==> src/rtl/fetch_pkg.sv <==
// fetch_pkg: shared types and constants for the instruction fetch stage
package fetch_pkg;
  typedef enum logic [1:0] {
    MS_IDLE  = 2'b00,
    MS_PEND  = 2'b01,
    MS_VALID = 2'b10
  } mem_status_e;
  typedef struct packed {
    logic [31:0] pc;
    logic [31:0] inst;
  } fetch_entry_t;
  localparam int unsigned INST_BYTES = 4;
endpackage

==> src/rtl/fetch_queue.sv <==
// fetch_queue: small flushable FIFO of fetched {pc, inst} entries
module fetch_queue
  import fetch_pkg::*;
#(
  parameter int DEPTH = 2
) (
  input  logic                           clk,
  input  logic                           rst,
  input  logic                           push,
  input  fetch_entry_t                   push_data,
  input  logic                           pop,
  input  logic                           flush,
  output fetch_entry_t                   head,
  output logic [$clog2(DEPTH+1)-1:0]     count,
  output logic                           full,
  output logic                           empty
);
  localparam int AW = $clog2(DEPTH);
  localparam int CW = $clog2(DEPTH + 1);
  fetch_entry_t [DEPTH-1:0] mem_q, mem_d;
  logic [AW-1:0] head_q, head_d, tail_q, tail_d;
  logic [CW-1:0] count_q, count_d;
  logic do_push, do_pop;
  // Flush wins over a same-cycle push; pointers wrap naturally since DEPTH is a power of 2
  always_comb begin
    do_push = push & ~full & ~flush;
    do_pop  = pop & ~empty & ~flush;
    mem_d   = mem_q;
    if (do_push) mem_d[tail_q] = push_data;
    head_d  = flush ? '0 : head_q + AW'(do_pop);
    tail_d  = flush ? '0 : tail_q + AW'(do_push);
    count_d = flush ? '0 : count_q + CW'(do_push) - CW'(do_pop);
  end
  always_ff @(posedge clk) begin
    if (rst) begin
      mem_q   <= '0;
      head_q  <= '0;
      tail_q  <= '0;
      count_q <= '0;
    end else begin
      mem_q   <= mem_d;
      head_q  <= head_d;
      tail_q  <= tail_d;
      count_q <= count_d;
    end
  end
  assign head  = mem_q[head_q];
  assign count = count_q;
  assign full  = count_q == CW'(DEPTH);
  assign empty = count_q == '0;
endmodule

==> src/rtl/inst_fetch.sv <==
// inst_fetch: owns the PC, drives instruction memory and hands {pc, inst} to decode
module inst_fetch
  import fetch_pkg::*;
#(
  parameter logic [31:0] RESET_PC = 32'hBFC0_0000,
  parameter int          DEPTH    = 2
) (
  input  logic        clk,
  input  logic        rst,
  output logic [31:0] mem_addr,
  output logic        mem_stall,
  input  logic [31:0] mem_rdata,
  input  logic [1:0]  mem_status,
  input  logic        redirect_valid,
  input  logic [31:0] redirect_pc,
  output logic        out_valid,
  input  logic        out_ready,
  output logic [31:0] out_pc,
  output logic [31:0] out_inst
);
  localparam int CW = $clog2(DEPTH + 1);
  logic [31:0] pc_q, pc_d;
  logic beat, push, pop, full, empty;
  logic [CW-1:0] count;
  fetch_entry_t head;
  fetch_queue #(.DEPTH(DEPTH)) u_queue (
    .clk       (clk),
    .rst       (rst),
    .push      (push),
    .push_data ('{pc: pc_q, inst: mem_rdata}),
    .pop       (pop),
    .flush     (redirect_valid),
    .head      (head),
    .count     (count),
    .full      (full),
    .empty     (empty)
  );
  // A redirect discards any same-cycle beat and masks the handshake
  always_comb begin
    beat = mem_status == MS_VALID;
    push = beat & ~redirect_valid & ~full;
    pop  = out_valid & out_ready;
    pc_d = redirect_valid ? {redirect_pc[31:2], 2'b00} : push ? pc_q + 32'(INST_BYTES) : pc_q;
  end
  always_ff @(posedge clk) pc_q <= rst ? RESET_PC : pc_d;
  assign mem_addr  = pc_q;
  assign mem_stall = rst | redirect_valid | (count == CW'(DEPTH));
  assign out_valid = ~empty & ~redirect_valid;
  assign out_pc    = head.pc;
  assign out_inst  = head.inst;
  // The stall holds memory idle while full, so a data beat can never meet a full queue
  always_ff @(posedge clk) if (!rst) assert (!(beat && full && !redirect_valid));
endmodule

==> config.mk <==
export PLATFORM = sky130hd
export DESIGN_NAME = inst_fetch
export DESIGN_NICKNAME = d
export VERILOG_FILES = /design/src/rtl/fetch_pkg.sv /design/src/rtl/fetch_queue.sv /design/src/rtl/inst_fetch.sv
export SDC_FILE = /design/constraint.sdc
export NUM_CORES = 1
export LEC_CHECK = 0
export CORE_MARGIN = 2
export CORE_UTILIZATION = 50
export CTS_BUF_LIST = sky130_fd_sc_hd__clkbuf_2 sky130_fd_sc_hd__clkbuf_4 sky130_fd_sc_hd__clkbuf_8
export DETAILED_ROUTE_END_ITERATION = 10
export PLACE_DENSITY_LB_ADDON = 0.3
export SETUP_SLACK_MARGIN = 0.5
export SLEW_MARGIN = 20
export SYNTH_ARGS = -nofsm -noshare
export SYNTH_HDL_FRONTEND = slang
export SYNTH_SLANG_ARGS = --single-unit
==> constraint.sdc <==
create_clock -name clk -period 4.1 [get_ports clk]
set_clock_uncertainty 0.2 [all_clocks]
set_input_delay 0.82 -clock clk [delete_from_list [all_inputs] [get_ports clk]]
set_output_delay 0.82 -clock clk [all_outputs]
set_load 0.02 [all_outputs]
==> metrics.yaml <==
routing:
  wire_per_inst_um: 16.6
  drt-total-wl_um: 17700
  remaining_routing_drc_violations: 0
  detailedRoute.firstIterationViolations: 331
  post_drt_via_cell_ratio: 5.43
  dr.pass1.iters: 5
  drt.antenna.violating_nets: 0
  detailroute.via_count: 5771
worst_setup_path:
  timing_worst_setup_path_type: "in2out"
  end_kind: "primary output"
  crit_start: "redirect_valid"
  crit-reg2reg-launch: "u_queue.count[0]$_SDFF_PP0_"
  startpoint_type: "input port"
  critical_path_peak_fanout: 9
  crit_required_ps: 3080
  worstPathArrival_ps: 2430
run_status:
  status: "finished clean"
synth:
  synth_area_leaders: "dfxtp_1 45%, mux2i_1 18%, mux2_2 10%"
  synth-async-reset-ratio: 0
  ys_dominant_reg_cell: "dfxtp_1"
  synth-seq-cells: 158
  post_synth.cell_area_avg_um2: 9.72
  synth_top_cell_by_area: "dfxtp_1"
  yosysWarnings: 0
  synth_edf_count: 0
  yosys.area.top_type_share: 0.446
  synth.cell_area_um2: 7100
  synth_seq_area_share: 0.446
  synth_cell_types: 46
  post_synth_inst_count: 730
sta:
  max_slew_margin: 0.358
  hold_slack_ps: 293
  maxSlewViolCount: 0
  timing_hold_violations_final: 0
  layout_worst_path_cycle_share: 0.841
  final.setup.worst_slack_ps: 653
  finalSetupTns_ps: 0
  max_slew.worst_pin.slew_ps: 964
  final.min_clock_period_ps: 3450
  maxClockFrequency_mhz: 290
  final-setup-viol-count: 0
  setup_repair_after_global_routing_missed_its_margin: "false"
global_routing:
  grt_pass1_vias: 5787
  antenna_found_initial: 1
  groute.usage.overall: 0.238
  grt_pass1_wl_um: 28300
  grt_max_degree: 95
  globalRoute.totalOverflow: 0
placement:
  post_dp_cell_area_um2: 8860
  pre_cts_ws_ps: 649
  buffers_on_ports: 161
  number_of_placed_instances_taps_included: 1031
  dp.final_hpwl_um: 12100
  gpl_congestion: 0.811
floorplanning:
  chipWidth_um: 123
  starting_density_of_the_core: 0.511
  dieArea_um2: 15200
  io_pins: 168
  die_height_um: 123
  core_area_um2: 13900
  core.rowCount: 43
clock_tree:
  cts-buffers-inserted: 17
  clockBufferDepth: 2
  cts.htree.levels: 4
  cts-root-buf: "clkbuf_8"
  cts_num_sinks: 158
  worstSkewPairLatency_ps: 460
  cts_tree: "done"
  cts_hold_buf: 0
  worst_setup_hold_path_clk_slew_ps: 80
  cts-resized-gates: 0
  postCtsSetupRepairBufs: 0
pwr:
  power_density_nw_per_um2: 346
  comb_power_share: 0.118
  max_vdd_drop_mv: 0.221
  pwr-share-seq: 0.506
  switchingPower_uw: 796
  power.internal_mw: 2.41
  sw_frac_of_total: 0.248
  share_clk_of_total_power: 0.376
  power_leakage_nw: 3.33
final_layout:
  final_layout_size_suffix_gt1_frac: 0.139
  area_growth_pct: 30.7
  fin_area_um2: 9270
  nNetsFinal: 945
  nFillCells: 1078
  final-instance-count-excl-fill: 1063
  n_antenna_cell: 0
run:
  cap_viol_max_count: 0
hold_path:
  class_of_the_tightest_hold_or_removal_check: "reg2reg"
  worst_hold_startpoint: "u_queue.mem_q[86]$_SDFFE_PP0P_"
## logic make-up after synthesis
family | share of synthesized area
fa+ha+maj | 0.00882
compound gates | 0.0411
other cells | 0.000528
simple gates | 0.162
buf+inv | 0.0386
flops | 0.446
mux | 0.280
xor+xnor | 0.0235
## power by group through the flow
stage	Combinational [mW]	Clock, mW	Sequential, mW
after global routing	0.407	1.29	1.63
after global placement	0.369	0	1.65
after detailed placement	0.378	0	1.66
final	0.378	1.21	1.62
after CTS	0.381	1.23	1.62
after floorplan	0.183	0	1.66
## critical path: stages
cell and delay [ps]:
clkdlybuf4s50_1 710, nor2_1 150, nand2_1 100, clkdlybuf4s50_1 640
## area by class of cell
type                       count  area [um2]  area share
tap                          180         225      0.0243
clock inverter                11         140      0.0151
timing repair buffer         175        1740       0.188
sequential                   158        3160       0.341
clock buffer                  21         277      0.0298
multi-input combinational    509        3690       0.398
inverter                       9        33.8     0.00364
## cell usage in the layout (no fill, tap or decap), types with 8 or more instances in the layout
master and instances:
dfxtp_1 157, nand3_1 14, nor2_1 144, nand2_1 30, xnor2_1 15, nor4_1 8
inv_1 9, mux2_2 63, buf_4 13, a21oi_1 12, nor3_1 17, mux2i_1 126
clkbuf_8 19, clkdlybuf4s50_1 160, a211oi_1 9
## stage by stage
| stage | total power [mW] | utilization |
|---|---|---|
| final | 3.21 | 0.668 |
| after global routing | 3.33 | 0.668 |
| after global placement | 2.02 | 0.638 |
| after CTS | 3.24 | 0.668 |
| after floorplan | 1.85 | - |
| after detailed placement | 2.04 | 0.638 |
## sequential cells by signal, indices dropped and copies added, names as in the netlist
name            cells
mem_addr           30
u_queue.count       2
u_queue.mem_q     124
u_queue.head_q      1
u_queue.tail_q      1
## worst paths after layout
kind,cells after the start,slack (ps),endpoint
worst max-delay path,4,650,mem_stall
worst min-delay path,2,290,u_queue.mem_q[86]$_SDFFE_PP0P_
worst max register to register,7,1560,u_queue.mem_q[9]$_SDFFE_PP0P_
worst min register to register,2,290,u_queue.mem_q[86]$_SDFFE_PP0P_
## layer usage
| metal | vias up | global-route usage | share of wire |
|---|---|---|---|
| met1 | 2759 | 0.291 | 0.44 |
| met5 | - | 0 | 0 |
| met2 | 181 | 0.387 | 0.47 |
| met4 | 0 | 0.0888 | 0.022 |
| li1 | 2803 | - | - |
| met3 | 28 | 0.0803 | 0.076 |
## cells in the mapped netlist (all sizes together), types with 5 or more instances
cell type    n
nand2       31
clkbuf      35
ha           5
a211oi       9
nand3       14
nand4        8
nor3        17
dfxtp      158
a21oi       13
mux2i      126
and2         5
inv          9
mux2        64
nor4         9
and4         7
and3         5
xnor2       15
buf         22
nor2       144
Note: power is estimated with default switching activity, not from simulation.
